<file path="config.mk">
export PLATFORM = sky130hd
export DESIGN_NAME = seg7_bcd_scan
export DESIGN_NICKNAME = d
export VERILOG_FILES = /design/src/rtl/seg7_pkg.sv /design/src/rtl/bin2bcd_seq.sv /design/src/rtl/seg7_bcd_scan.sv
export SDC_FILE = /design/constraint.sdc
export NUM_CORES = 1
export LEC_CHECK = 0
export CORE_UTILIZATION = 45
export CTS_CLUSTER_DIAMETER = 60
export DETAILED_ROUTE_END_ITERATION = 16
export MAX_ROUTING_LAYER = met4
export PLACE_DENSITY = 0.71
export SLEW_MARGIN = 10
export SYNTH_ARGS = -nofsm -noshare
export SYNTH_HDL_FRONTEND = slang
export SYNTH_SLANG_ARGS = --single-unit
</file>
<file path="constraint.sdc">
create_clock -name clk -period 4.05 [get_ports clk]
set_input_delay 1.215 -clock clk [delete_from_list [all_inputs] [get_ports clk]]
set_output_delay 1.215 -clock clk [all_outputs]
set_load 0.02 [all_outputs]
</file>
<file path="src/rtl/seg7_pkg.sv">
// Shared constants, types and helpers for the seven-segment BCD scan driver.
package seg7_pkg;

   localparam int          N_DIG      = 4;
   localparam int          BIN_W      = 14;
   localparam int          BCD_W      = 16;
   localparam logic [15:0] MAX_BCD    = 16'h9999;
   localparam logic [3:0]  BLANK_CODE = 4'hF;

   // Largest binary value that fits in four decimal digits.
   localparam logic [13:0] MAX_BIN    = 14'd9999;

   // One shift per input bit.
   localparam int          ITERS      = BIN_W;

   typedef logic [3:0]              nibble_t;
   typedef nibble_t [N_DIG-1:0]     bcd4_t;

   typedef enum logic {
      ST_IDLE = 1'b0,
      ST_CONV = 1'b1
   } conv_state_e;

   // Double-dabble correction: any nibble of 5 or more gets 3 added so the
   // following left shift carries correctly into the next decimal digit.
   function automatic bcd4_t add3_all(input bcd4_t b);
      bcd4_t r;
      r = b;
      for (int i = 0; i < N_DIG; i++) begin
         if (b[i] >= 4'd5) r[i] = b[i] + 4'd3;
      end
      return r;
   endfunction

endpackage

</file>
<file path="src/rtl/bin2bcd_seq.sv">
// Sequential 14-bit binary to 4-digit BCD converter (shift-add-3).
// Handshake: load_i is a one-cycle strobe honoured only in IDLE; while the
// FSM is in CONV further strobes are dropped. commit_o pulses for exactly
// one cycle, on the final iteration, with result_o holding the final value.
module bin2bcd_seq
   import seg7_pkg::*;
(
   input  logic              clk,
   input  logic              rst,
   input  logic              load_i,
   input  logic [BIN_W-1:0]  bin_i,
   output logic              commit_o,
   output bcd4_t             result_o,
   output logic              ovf_o,
   output conv_state_e       state_o
);

   conv_state_e          state_q;
   logic [3:0]           iter_q;
   bcd4_t                bcd_q;
   logic [BIN_W-1:0]     sh_q;
   logic                 big_q;
   logic                 ovf_q;

   bcd4_t                bcd_adj;
   logic [BCD_W+BIN_W-1:0] shifted;
   bcd4_t                bcd_d;
   logic [BIN_W-1:0]     sh_d;
   logic                 last_iter;

   // One iteration of the datapath: correct every nibble, then shift the
   // combined {bcd, bin} register left by one.
   always_comb begin
      bcd_adj   = add3_all(bcd_q);
      shifted   = {bcd_adj, sh_q} << 1;
      bcd_d     = shifted[BCD_W+BIN_W-1:BIN_W];
      sh_d      = shifted[BIN_W-1:0];
      last_iter = (state_q == ST_CONV) && (iter_q == 4'(ITERS-1));
   end

   // Out-of-range inputs still run the full 14 cycles but commit all nines.
   assign commit_o = last_iter;
   assign result_o = big_q ? bcd4_t'(MAX_BCD) : bcd_d;
   assign ovf_o    = ovf_q;
   assign state_o  = state_q;

   // Converter FSM: capture on load in IDLE, iterate in CONV, return on commit.
   always_ff @(posedge clk) begin
      if (rst) begin
         state_q <= ST_IDLE;
         iter_q  <= 4'd0;
         bcd_q   <= '0;
         sh_q    <= '0;
         big_q   <= 1'b0;
         ovf_q   <= 1'b0;
      end else begin
         case (state_q)
            ST_IDLE: begin
               if (load_i) begin
                  state_q <= ST_CONV;
                  iter_q  <= 4'd0;
                  bcd_q   <= '0;
                  sh_q    <= bin_i;
                  big_q   <= (bin_i > MAX_BIN);
               end
            end
            ST_CONV: begin
               bcd_q  <= bcd_d;
               sh_q   <= sh_d;
               iter_q <= iter_q + 4'd1;
               if (last_iter) begin
                  state_q <= ST_IDLE;
                  ovf_q   <= big_q;
               end
            end
            default: state_q <= ST_IDLE;
         endcase
      end
   end

endmodule

</file>
<file path="src/rtl/seg7_bcd_scan.sv">
// Four-digit seven-segment scan driver: binary load, BCD conversion,
// time-multiplexed digit/anode outputs with optional leading-zero blanking.
module seg7_bcd_scan
   import seg7_pkg::*;
#(
   parameter int REFRESH_DIV = 50000
) (
   input  logic              clk,
   input  logic              rst,
   input  logic              load,
   input  logic [BIN_W-1:0]  bin,
   input  logic              lz_en,
   output logic              busy,
   output logic              ovf,
   output logic [3:0]        dig,
   output logic [3:0]        an
);

   localparam int PW = (REFRESH_DIV > 2) ? $clog2(REFRESH_DIV) : 1;
   localparam logic [PW-1:0] PRESC_LAST = PW'(REFRESH_DIV - 1);

   conv_state_e     conv_state;
   logic            commit;
   bcd4_t           result;

   bcd4_t           disp_q;
   logic [PW-1:0]   presc_q;
   logic [1:0]      idx_q;
   logic [3:0]      dig_q;
   logic [3:0]      an_q;

   logic [3:0]      dig_d;
   logic [3:0]      an_d;
   logic            hi_zero;

   bin2bcd_seq u_conv (
      .clk      (clk),
      .rst      (rst),
      .load_i   (load),
      .bin_i    (bin),
      .commit_o (commit),
      .result_o (result),
      .ovf_o    (ovf),
      .state_o  (conv_state)
   );

   assign busy = (conv_state == ST_CONV);

   // Display register only changes at commit, so partial results never show.
   always_ff @(posedge clk) begin
      if (rst) begin
         disp_q <= '0;
      end else if (commit) begin
         disp_q <= result;
      end
   end

   // Prescaler and digit index: index advances once per prescaler wrap.
   always_ff @(posedge clk) begin
      if (rst) begin
         presc_q <= '0;
         idx_q   <= 2'd0;
      end else if (presc_q == PRESC_LAST) begin
         presc_q <= '0;
         idx_q   <= idx_q + 2'd1;
      end else begin
         presc_q <= presc_q + PW'(1);
      end
   end

   // Select the indexed nibble, blanking it when it and every higher nibble
   // are zero; digit 0 is exempt so a zero value still shows one "0".
   always_comb begin
      hi_zero = 1'b1;
      for (int i = 0; i < N_DIG; i++) begin
         if ((i >= int'(idx_q)) && (disp_q[i] != 4'd0)) hi_zero = 1'b0;
      end
      dig_d = disp_q[idx_q];
      if (lz_en && (idx_q != 2'd0) && hi_zero) dig_d = BLANK_CODE;
      an_d = ~(4'b0001 << idx_q);
   end

   // Digit and anode are registered together so they switch on the same edge.
   always_ff @(posedge clk) begin
      if (rst) begin
         dig_q <= BLANK_CODE;
         an_q  <= 4'b1111;
      end else begin
         dig_q <= dig_d;
         an_q  <= an_d;
      end
   end

   assign dig = dig_q;
   assign an  = an_q;

endmodule
</file>
* Word level (Yosys, flattened, before mapping)
Index checks and enable logic that the tools add are counted.
** Storage, ports and cells
- Flip-flop bits (word level) :: 79
- Latch bits :: 0
- RAM bits :: 0
- Bits in read-only memories :: 0
- Bits of input ports :: 18
- Output and inout bits :: 10
- Logic and storage cells :: 74
- Memories :: 0
** Operators by class
- $add $sub $neg :: 7
- Multiply operators :: 0
- Divide/modulo/power cells :: 0
- Order comparisons :: 9
- Equality and inequality tests :: 3
- Shift-type cells :: 1
- Muxes and demuxes :: 20
- Bitwise gates (word level) :: 2
- Reduce and logical (&&, ||, !) cells :: 15
** Operators by type and width (number)
- 2-to-1 mux 16 bit :: 2
- one-hot mux 16 bit (2 select lines) :: 1
- one-hot mux 14 bit (2 select lines) :: 1
- 2-to-1 mux 4 bit :: 5
- adder 16 x 1 -> 16 bit (second input constant) :: 1
- equality test 16 bit (second input constant) :: 1
- >= comparator 4 x 3 -> 1 bit (second input constant) :: 4
- nonzero test 4 bit :: 4
- > comparator 14 bit (second input constant) :: 1
- 2-to-1 mux 14 bit :: 1
- adder 4 x 2 -> 4 bit (second input constant) :: 3
- binary-select mux 4 bit (select 2 bit) :: 1
- one-hot mux 4 bit (2 select lines) :: 1
- logical AND 1 bit :: 6
- 2-to-1 mux 1 bit :: 6
- adder 4 x 1 -> 4 bit (second input constant) :: 1
- equality test 4 bit (second input constant) :: 1
- >= comparator 1 x 2 -> 1 bit (first input constant) :: 2
- NOT 4 bit :: 1
- AND reduction 2 bit :: 2
- OR reduction 2 bit :: 2
- << shifter 1 x 2 -> 4 bit (first input constant) :: 1
- adder 3 x 2 -> 3 bit (second input constant) :: 1
- < comparator 2 x 3 -> 1 bit (second input constant) :: 1
- other kinds (7) :: 7

* Depth between registers and ports, before layout
Gate-level depths: netlist of run 1.
- Word-level depth :: 8
- Depth in mapped cells :: 6
- Mapped depth without buffers :: 6

* By module
From an unflattened synthesis of run 1, not the netlist that was laid out.
** Unflattened totals
- Cells, all modules :: 423
- Area total of the unflattened synthesis :: 3822.4 µm²
** Modules (own cells, without submodules)
- bin2bcd_seq :: times used 1, cells an instance 251, area each 2075.7 µm², seq. area each 740.7 µm²
- seg7_bcd_scan :: times used 1, cells an instance 172, area each 1746.7 µm², seq. area each 840.8 µm²

* Worst setup path after synthesis of run 1
Ideal clock, no wire load.
- Path type :: in2reg
- From :: input port load
- To :: register u_conv.sh_q[10]
- Library setup time :: 0.128 ns
- Arrival time :: 2.055 ns
- Data required time :: 3.922 ns
- Path slack :: 1.867 ns
- Stages on the path :: 6
- Buffers on the path :: 2
- Cell sequence :: buf_2 -> buf_2 -> mux2i_1 -> nor2_1 -> a21oi_1 -> nor2_1
** On the way
- Longest elaborated chain between the ends :: 1
** RTL lines
- start, declared :: RTL line seg7_bcd_scan.sv:10 : input logic load,
- inequality test 2 bit (no line)
- end signal, assigned :: RTL line bin2bcd_seq.sv:63 : sh_q <= bin_i;
- end, declared :: RTL line bin2bcd_seq.sv:21 : logic [BIN_W-1:0] sh_q;
Every way passes these cells.
A chain may end at the register's enable or synchronous reset.

* Final worst setup path of run 1
- From :: register u_conv.ovf_q (netlist: u_conv.ovf_o)
- To :: output port ovf
** RTL lines
- start, declared :: RTL line bin2bcd_seq.sv:23 : logic ovf_q;
- start signal, assigned :: RTL line bin2bcd_seq.sv:73 : ovf_q <= big_q;
- end, declared :: RTL line seg7_bcd_scan.sv:14 : output logic ovf,
No word-level cell between the ends.

==> flow_summary_export.csv, run 1 <==
group,metric,value,unit
status,status,"completed",
clock_tree,cts_sinks,79,
placed_design,place.port_buffers,27,
pwr,swShare,22.4,%
clock_tree,cts_setup_buffers,0,
clock_tree,cts_tree,"built",
clock_tree,cts_root_buffer,"clkbuf_8",
clock_tree,clkTransAtPathRegs,0.08,ns
final_layout,fin_util,54.1,%
pwr,p_switching,0.338,mW
floorplanning,die_x,93.0,um
yosys,netlist_top_cells_area,"dfxtp_1 (42%), nor2_1 (6.4%), ha_1 (5.0%), xnor2_1 (4.5%), mux2i_1 (4.3%)",
pwr,p_comb_share,6.8,%
floorplanning,io_pins,28,
yosys,ys_seq_elements,79,
grt,grt_max_degree,65,
routing,drt-vias-per-instance,5.33,
pwr,ir_drop,0.250,mV
setup_path,path_depth,1,
placed_design,place_hpwl,4.87,mm
yosys,ys_seq_area_share,42.5,%
timing,maxSlewHeadroom,61.5,%
final_layout,fin_nets,456,
setup_path,worstPathMaxFanout,2,
yosys,synthCells,405,
routing,drc,0,
final_layout,fillers,741,
clock_tree,hold_buffers,0,
pwr,power,1.51,mW
yosys,synth_edf_count,0,
floorplanning,rows,32,
final_layout,antennaDiodeCount,0,
timing,clock_skew,0.0116,ns
clock_tree,numCtsBuffers,9,
timing,max_freq,403,MHz
grt,grt_pass1_wl,12.2,mm
clock_tree,cts_resized,0,
grt,grt_overflow_total,0,
pwr,powerDensity,356,mW/mm2
setup_path,worstPathArrival,1.27,ns
timing,finalSetupViolCount,0,
yosys,synthArstFlopShare,0,%
floorplanning,start_util,47.5,%
setup_path,cp-end-kind,"output pin",
routing,num_vias,2824,
pwr,intPower,1.17,mW
setup_path,r2r_start,"u_conv.state_o$_SDFF_PP0_",
pwr,clkPwrFrac,40.0,%
yosys,synth_top_area_share,42.5,%
timing,hold_violations,0,
setup_path,path_cells,"clkdlybuf4s50_1",
min_path,hp-class,"reg2reg",
routing,ant_nets,0,
routing,totalWireLength,6.99,mm
pwr,power_frac_seq,53.2,%
setup_path,cp_num_buf_inv,1,
timing,finalWorstSetupSlack,1.57,ns
timing,rsz0062_at_grt,"no",
setup_path,cp_slowest_cell,"clkdlybuf4s50_1",
routing,dr.first_iter.drc_count,148,
pwr,leakagePower,1.54,nW
clock_tree,cts_buffer_depth,2,
clock_tree,clk_latency,0.34,ns
yosys,ys_warn_count,0,
setup_path,critPathCapture,"ovf",
setup_path,max_stage_delay,0.60,ns
routing,wire_per_inst,13.2,um
setup_path,worstSetupStartpointType,"register",
yosys,synth_flop_cell,"dfxtp_1",
yosys,synth_area,0.00372,mm2
placed_design,preCtsSetupSlack,1.40,ns
final_layout,drive_gt1_share,11.2,%
setup_path,reg2regPathDepth,4,
clock_tree,htreeDepth,3,
timing,setup_tns,0,ns
setup_path,path_delay_family,"buffers and inverters",
setup_path,rrSetupSlack,1.74,ns
timing,period_share,61.3,%
floorplanning,core_area,0.00785,mm2
setup_path,r2r_end,"disp_q[10]$_SDFFE_PP0P_",
job,drv_cap,0,
placed_design,place_inst,514,
yosys,synthDistinctLibCells,43,
yosys,synth_top_area_cell,"dfxtp_1",
timing,tightest_slew,0.576,ns
final_layout,instances_no_fill,530,
final_layout,areaGrowthSynthToFinish,14.0,%
timing,finalMaxSlewViolations,0,
grt,grt_pass1_vias,2675,
grt,antenna_found_initial,0,
floorplanning,die-area,0.00865,mm2
yosys,avgSynthCellArea,9.20,um2
setup_path,required,2.83,ns
timing,fin_crit,2.48,ns
routing,drt_pre_antenna_iters,4,
grt,track_usage,18.1,%
setup_path,startpoint,"u_conv.ovf_o$_SDFFE_PP0P_",
placed_design,place_congestion,0.823,
floorplanning,die_y,93.0,um
setup_path,worstSetupPathType,"reg2out",
yosys,synth_nets,438,
[metal layers]
metal  vias to the layer above  track usage, %  routed length (um)
met3                         5            3.01                 252
met4                         0            5.64                  54
met1                      1339            24.1                3310
met2                        48            28.1                3370
met5                         -               -                   0
li1                       1432               -                   -
[final cells by class]
cell class	instances	area, um2	area share (%)
multi-input cells	283	1970	46.3
clock inverters	3	40.0	0.943
well taps	102	128	3.00
clock buffers	13	169	3.98
repair buffers	30	288	6.77
flip-flops and latches	79	1580	37.3
inverters	20	75.1	1.77
[kinds of logic (layout without fill, tap and decap cells)]
family,after synthesis,count (layout),synth area share (%)
flops,79,79,42.5
compound gates,68,68,10.8
fa+ha+maj,15,15,5.04
simple gates,156,156,24.3
mux,24,24,7.93
xor+xnor,20,20,4.70
buf+inv,43,66,4.77
[power groups by stage]
stage,clock network (mW),logic [mW],registers (mW)
after floorplan,0,0.0659,0.824
after global placement,0,0.100,0.821
after global routing,0.656,0.115,0.806
after CTS,0.617,0.104,0.804
final,0.605,0.103,0.804
after detailed placement,0,0.104,0.822
[synth_stat cells (all sizes together) (2+ instances only)]
| master | number |
|---|---|
| nand4b | 2 |
| o32ai | 11 |
| nand3b | 10 |
| or2 | 5 |
| a21oi | 27 |
| nor3 | 10 |
| inv | 20 |
| or3 | 4 |
| and4bb | 2 |
| mux2 | 4 |
| buf | 12 |
| nand4 | 4 |
| and2 | 3 |
| nand2 | 9 |
| nand2b | 14 |
| clkbuf | 11 |
| nor4 | 8 |
| nor2 | 66 |
| nor3b | 6 |
| nor2b | 4 |
| o21ba | 2 |
| dfxtp | 79 |
| xnor2 | 19 |
| mux2i | 16 |
| o21ai | 21 |
| o22ai | 5 |
| mux4 | 4 |
| ha | 15 |
| nand3 | 7 |
[flip-flops by register name, summed over array words and instances, names as in the netlist, 2 cells and up]
name	cells
u_conv.sh_q	14
u_conv.iter_q	4
disp_q	16
an	4
u_conv.bcd_q	16
dig	4
presc_q	16
idx_q	2
[through the flow]
stage / cell area, um2 / hold WS [ns]
floorplan: 3720 / 0.453
global placement: 4040 / 0.450
detailed placement: 4040 / 0.451
CTS: 4250 / 0.463
global route: 4250 / 0.501
finish: 4250 / 0.462
[cells in the final DEF (no fill, tap or decap), types with 2 or more instances in the layout]
| master | Yosys | routed |
|---|---|---|
| or3_1 | 4 | 4 |
| clkdlybuf4s50_1 | 0 | 26 |
| and4bb_2 | 2 | 2 |
| o32ai_1 | 11 | 11 |
| nor3_1 | 10 | 10 |
| dfxtp_1 | 79 | 78 |
| xnor2_1 | 19 | 19 |
| mux4_2 | 4 | 4 |
| nor2_1 | 64 | 64 |
| nor3b_1 | 6 | 6 |
| nand2b_1 | 13 | 13 |
| and2_1 | 3 | 3 |
| a21oi_1 | 27 | 27 |
| o22ai_1 | 5 | 5 |
| o21ba_2 | 2 | 2 |
| nor2b_1 | 4 | 4 |
| ha_1 | 15 | 15 |
| nand4_4 | 2 | 2 |
| buf_4 | 0 | 3 |
| o21ai_0 | 21 | 21 |
| mux2i_1 | 16 | 16 |
| nor2_2 | 2 | 2 |
| nand4_1 | 2 | 2 |
| clkinv_2 | 0 | 2 |
| inv_1 | 20 | 20 |
| nand3_1 | 6 | 6 |
| nand3b_1 | 10 | 10 |
| nor4_2 | 4 | 4 |
| or2_2 | 4 | 4 |
| nand2_1 | 9 | 9 |
| mux2_2 | 4 | 4 |
| nor4_1 | 4 | 4 |
| clkbuf_8 | 0 | 12 |
[worst min path at each step]
stage	start	endpoint	slack, ns	cells past startpoint
2_1_floorplan	disp_q[1]$_SDFFE_PP0P_	disp_q[1]$_SDFFE_PP0P_	0.45	2
3_3_place_gp	u_conv.ovf_o$_SDFFE_PP0P_	u_conv.ovf_o$_SDFFE_PP0P_	0.45	2
3_5_place_dp	u_conv.ovf_o$_SDFFE_PP0P_	u_conv.ovf_o$_SDFFE_PP0P_	0.45	2
4_1_cts	u_conv.ovf_o$_SDFFE_PP0P_	u_conv.ovf_o$_SDFFE_PP0P_	0.46	2
5_1_grt	u_conv.ovf_o$_SDFFE_PP0P_	u_conv.ovf_o$_SDFFE_PP0P_	0.50	2
6_report	u_conv.ovf_o$_SDFFE_PP0P_	u_conv.ovf_o$_SDFFE_PP0P_	0.46	2
Note: power is estimated with default switching activity, not from simulation.
==> run 2, diff against run 1 <==
PLACE_DENSITY = 0.73   (was 0.71)
clock period = 2 ns   (was 4.05 ns; I/O delays follow)
==> run 2 against run 1 <==
Effect of this change: final area grew 0.65%; clock power grew 85%; flip-flop and latch count is the same; register-to-register slack lost 1.4 ns; critical endpoint unchanged.
==> flow_summary_export.csv, run 2 (synthesis gave the netlist of run 1 again) <==
group,metric,value,unit
routing,wire_per_inst,13.5,um
setup_path,worstSetupPathType,"reg2out",
timing,fin_crit,1.88,ns
timing,setup_tns,0,ns
routing,totalWireLength,7.19,mm
setup_path,cp_slowest_cell,"clkdlybuf4s50_1",
final_layout,multi_input_area,0.00197,mm2
clock_tree,cts_sinks,79,
final_layout,reg.largest.list,"disp_q x16, presc_q x16, u_conv.bcd_q x16",
final_layout,drive_gt1_share,11.6,%
floorplanning,die-area,0.00865,mm2
grt,grt_max_degree,45,
final_layout,fin_util,54.5,%
setup_path,path_cells,"clkdlybuf4s50_1",
floorplanning,die_x,93.0,um
grt,antenna_found_initial,0,
clock_tree,cts_tree,"built",
clock_tree,numCtsBuffers,9,
setup_path,path_depth,1,
timing,timing.hold.ws,0.464,ns
clock_tree,clkTransAtPathRegs,0.08,ns
setup_path,worstPathArrival,1.28,ns
placed_design,place.port_buffers,27,
placed_design,place_congestion,0.826,
status,status,"completed",
setup_path,r2r_end,"u_conv.bcd_q[2]$_SDFFE_PP0P_",
final_layout,fillers,739,
min_path,hp-class,"reg2reg",
setup_path,startpoint,"u_conv.ovf_o$_SDFFE_PP0P_",
grt,track_usage,18.5,%
setup_path,reg2regPathDepth,6,
final_layout,instances_no_fill,534,
clock_tree,cts_root_buffer,"clkbuf_8",
timing,tightest_slew,0.405,ns
setup_path,r2r_start,"u_conv.bcd_q[1]$_SDFFE_PP0P_",
setup_path,path_delay_family,"buffers and inverters",
routing,drt-vias-per-instance,5.42,
setup_path,rrSetupSlack,0.38,ns
setup_path,required,1.40,ns
placed_design,preCtsSetupSlack,0.0631,ns
floorplanning,rows,32,
timing,hold_violations,0,
setup_path,worstSetupStartpointType,"register",
routing,drc,0,
job,drv_cap,0,
routing,dr.first_iter.drc_count,168,
clock_tree,cts_setup_buffers,0,
setup_path,cp_num_buf_inv,1,
timing,period_share,93.8,%
timing,finalSetupViolCount,0,
final_layout,antennaDiodeCount,0,
grt,grt_overflow_total,0,
final_layout,areaGrowthSynthToFinish,14.8,%
timing,rsz0062_at_grt,"no",
final_layout,layout_commonest_cell,"dfxtp_1",
pwr,ir_drop,0.386,mV
floorplanning,start_util,47.5,%
clock_tree,cts_buffer_depth,2,
setup_path,cp-end-kind,"output pin",
timing,finalMaxSlewViolations,0,
timing,clock_skew,0.00888,ns
clock_tree,htreeDepth,3,
setup_path,critPathCapture,"ovf",
timing,maxSlewHeadroom,73.0,%
floorplanning,core_area,0.00785,mm2
timing,max_freq,533,MHz
placed_design,place_hpwl,5.16,mm
setup_path,worstPathMaxFanout,2,
final_layout,register_area,0.00158,mm2
placed_design,place_inst,520,
setup_path,max_stage_delay,0.60,ns
final_layout,fin_nets,462,
routing,drt_pre_antenna_iters,5,
clock_tree,hold_buffers,0,
grt,grt_pass1_vias,2719,
grt,grt_pass1_wl,12.3,mm
floorplanning,io_pins,28,
final_layout,most-common-layout-cells,"dfxtp_1 (78), nor2_1 (64), a21oi_1 (27)",
pwr,powerDensity,694,mW/mm2
pwr,leakagePower,1.55,nW
routing,num_vias,2894,
timing,finalWorstSetupSlack,0.123,ns
routing,ant_nets,0,
floorplanning,die_y,93.0,um
clock_tree,clk_latency,0.34,ns
clock_tree,cts_resized,0,
run 2: cell types whose count changed in the layout (fill, tap and decap cells not counted), sizes merged:
cell / change
clkinv: -2
buf: +6
run 2: final cells by class:
| type | count | share of cell area (%) |
|---|---|---|
| sequential | 79 | 37.0 |
| tap | 102 | 2.99 |
| inverter | 20 | 1.76 |
| clock inverter | 1 | 0.702 |
| multi-input combinational | 283 | 46.0 |
| timing repair buffer | 36 | 8.08 |
| clock buffer | 13 | 3.48 |
run 2: per-layer routing:
layer	part of all wire [%]	vias up	wire (um)	global-route usage [%]
met5	0	-	0	-
met4	1.6	0	115	7.18
met3	5.3	12	380	3.33
met2	47	88	3400	30.4
met1	46	1348	3300	22.5
li1	-	1446	-	-
run 2: worst min path at each step:
stage	slack [ns]	startpoint	endpoint	depth (start not counted)
after CTS	0.47	u_conv.ovf_o$_SDFFE_PP0P_	u_conv.ovf_o$_SDFFE_PP0P_	2
after global placement	0.45	u_conv.ovf_o$_SDFFE_PP0P_	u_conv.ovf_o$_SDFFE_PP0P_	2
after floorplan	0.45	disp_q[1]$_SDFFE_PP0P_	disp_q[1]$_SDFFE_PP0P_	2
final	0.46	u_conv.ovf_o$_SDFFE_PP0P_	u_conv.ovf_o$_SDFFE_PP0P_	2
after global routing	0.49	u_conv.ovf_o$_SDFFE_PP0P_	u_conv.ovf_o$_SDFFE_PP0P_	2
after detailed placement	0.46	u_conv.ovf_o$_SDFFE_PP0P_	u_conv.ovf_o$_SDFFE_PP0P_	2
run 2: report_power, final:
| group | internal (mW) | switching (mW) | leakage (nW) | total (mW) |
|---|---|---|---|---|
| clock network | 0.600 | 0.521 | 0.0896 | 1.12 |
| logic | 0.104 | 0.116 | 0.818 | 0.220 |
| registers | 1.61 | 0.0225 | 0.642 | 1.63 |
| total | 2.31 | 0.660 | 1.55 | 2.97 |
run 2: metrics by stage:
stage | total power, mW | area [um2]
final | 2.97 | 4280
after global routing | 3.10 | 4280
after CTS | 3.00 | 4280
after detailed placement | 1.89 | 4100
after global placement | 1.88 | 4100
after floorplan | 1.80 | 3720
==> run 3, diff against run 2 <==
CORE_MARGIN = 5   (was unset)
==> run 3 against run 2 <==
Effect of this change: first-iteration DRC count is 13% lower; cell count is 0.19% higher; combinational power is 4% lower; final area hardly changed; core utilization is 1.9 points lower.
==> flow_summary_export.csv, run 3 (synthesis gave the netlist of run 1 again) <==
group,metric,value,unit
status,status,"completed",
clock_tree,hold_buffers,0,
setup_path,worstSetupPathType,"reg2out",
timing,finalMaxSlewViolations,0,
clock_tree,cts_sinks,79,
pwr,leakagePower,1.55,nW
clock_tree,cts_tree,"built",
setup_path,startpoint,"u_conv.state_o$_SDFF_PP0_",
setup_path,max_stage_delay,0.61,ns
setup_path,cp_slowest_cell,"clkdlybuf4s50_1",
setup_path,worstPathArrival,1.34,ns
pwr,power_frac_seq,54.1,%
setup_path,r2r_start,"u_conv.bcd_q[1]$_SDFFE_PP0P_",
grt,grt_pass1_wl,12.6,mm
routing,wire_per_inst,13.5,um
timing,tightest_slew,0.543,ns
floorplanning,core_area,0.00813,mm2
clock_tree,cts_root_buffer,"clkbuf_8",
pwr,p_comb_share,7.0,%
pwr,powerDensity,705,mW/mm2
timing,setup_tns,0,ns
final_layout,drive_gt1_share,11.9,%
routing,dr.first_iter.drc_count,146,
routing,totalWireLength,7.23,mm
min_path,min_from,"u_conv.ovf_o$_SDFFE_PP0P_",
final_layout,most-common-layout-cells,"dfxtp_1 (78), nor2_1 (64), a21oi_1 (27)",
min_path,hp-class,"reg2reg",
setup_path,cp_num_buf_inv,1,
grt,grt_overflow_total,0,
placed_design,place_congestion,0.847,
clock_tree,cts_resized,0,
final_layout,antennaDiodeCount,0,
routing,drc,0,
timing,maxSlewHeadroom,63.8,%
routing,drt_pre_antenna_iters,4,
clock_tree,cts_buffer_depth,2,
clock_tree,clk_latency,0.34,ns
job,drv_cap,0,
setup_path,rrSetupSlack,0.37,ns
floorplanning,die_x,101,um
routing,num_vias,2804,
timing,rsz0062_at_grt,"no",
timing,clock_skew,0.00902,ns
grt,grt_max_degree,60,
floorplanning,die_y,101,um
grt,antenna_found_initial,0,
min_path,min_delay_path_depth,2,
routing,ant_nets,0,
timing,hold_violations,0,
setup_path,path_delay_family,"buffers and inverters",
timing,period_share,97.0,%
pwr,ir_drop,0.293,mV
floorplanning,die-area,0.0102,mm2
final_layout,areaGrowthSynthToFinish,14.7,%
pwr,clkPwrFrac,38.9,%
final_layout,layout_commonest_cell,"dfxtp_1",
timing,finalSetupViolCount,0,
clock_tree,cts_setup_buffers,0,
clock_tree,clkTransAtPathRegs,0.08,ns
clock_tree,numCtsBuffers,9,
pwr,power,3.01,mW
clock_tree,htreeDepth,3,
floorplanning,io_pins,28,
final_layout,reg.largest.list,"disp_q x16, presc_q x16, u_conv.bcd_q x16",
setup_path,cp-end-kind,"output pin",
pwr,swShare,22.5,%
setup_path,worstPathMaxFanout,7,
min_path,hold_end,"u_conv.ovf_o$_SDFFE_PP0P_",
pwr,intPower,2.34,mW
setup_path,r2r_end,"disp_q[2]$_SDFFE_PP0P_",
placed_design,place_inst,520,
grt,grt_pass1_vias,2723,
routing,drt-vias-per-instance,5.24,
setup_path,worstSetupStartpointType,"register",
setup_path,reg2regPathDepth,6,
final_layout,fin_nets,459,
pwr,p_switching,0.678,mW
final_layout,instances_no_fill,535,
timing,max_freq,516,MHz
placed_design,place_hpwl,5.11,mm
floorplanning,start_util,45.8,%
setup_path,path_cells,"clkdlybuf4s50_1",
setup_path,required,1.40,ns
placed_design,place.port_buffers,27,
floorplanning,rows,33,
grt,track_usage,15.9,%
timing,fin_crit,1.94,ns
[run 3: changes by cell type in the layout (fill, tap and decap cells not counted), sizes merged]
cell	delta
clkbuf	-2
clkinv	+3
buf	-3
[run 3: per-layer routing]
| metal | GRT usage, % | up-vias | routed length (um) |
|---|---|---|---|
| li1 | - | 1440 | - |
| met1 | 20.5 | 1309 | 3520 |
| met2 | 24.7 | 45 | 3330 |
| met3 | 2.70 | 10 | 262 |
| met4 | 6.65 | 0 | 119 |
| met5 | - | - | 0 |
[run 3: worst reg2reg max path: cells and delay by family (launching register included)]
family,cells,cell delay (ns)
multiplexers,1,0.41
AND/OR/NAND/NOR,1,0.14
buffers and inverters,1,0.08
AO/OA/AOI/OAI,2,0.42
flip-flops,1,0.33
adder cells (fa/ha/maj),1,0.17
[run 3: area by class of cell]
| type | instances | area, um2 |
|---|---|---|
| Fill cell | 754 | 3860 |
| Multi-Input combinational cell | 283 | 1970 |
| Sequential cell | 79 | 1580 |
| Timing Repair Buffer | 33 | 323 |
| Clock buffer | 11 | 151 |
| Tap cell | 105 | 131 |
| Inverter | 20 | 75.1 |
| Clock inverter | 4 | 45.0 |
[run 3: stage by stage]
stage	hold slack, ns	setup WS, ns	area (um2)	utilization (%)
finish	0.465	0.0605	4270	52.5
global route	0.499	0.000921	4270	52.5
CTS	0.471	0.0347	4270	52.5
detailed placement	0.459	0.0650	4080	50.1
global placement	0.452	0.113	4080	50.1
floorplan	0.453	0.432	3720	-
[run 3: worst max-delay path by stage]
| stage | cells after the start | to |
|---|---|---|
| 2_1_floorplan | 6 | u_conv.sh_q[10]$_SDFFE_PP0P_ |
| 3_3_place_gp | 4 | u_conv.bcd_q[6]$_SDFFE_PP0P_ |
| 3_5_place_dp | 4 | u_conv.bcd_q[10]$_SDFFE_PP0P_ |
| 4_1_cts | 1 | busy |
| 5_1_grt | 1 | busy |
| 6_report | 1 | busy |
[run 3: power by group through the flow]
stage / clock, mW / combinational [mW] / sequential (mW)
after floorplan: 0 / 0.133 / 1.67
after global placement: 0 / 0.207 / 1.67
after detailed placement: 0 / 0.212 / 1.67
after CTS: 1.21 / 0.213 / 1.63
after global routing: 1.28 / 0.232 / 1.63
final: 1.17 / 0.212 / 1.63
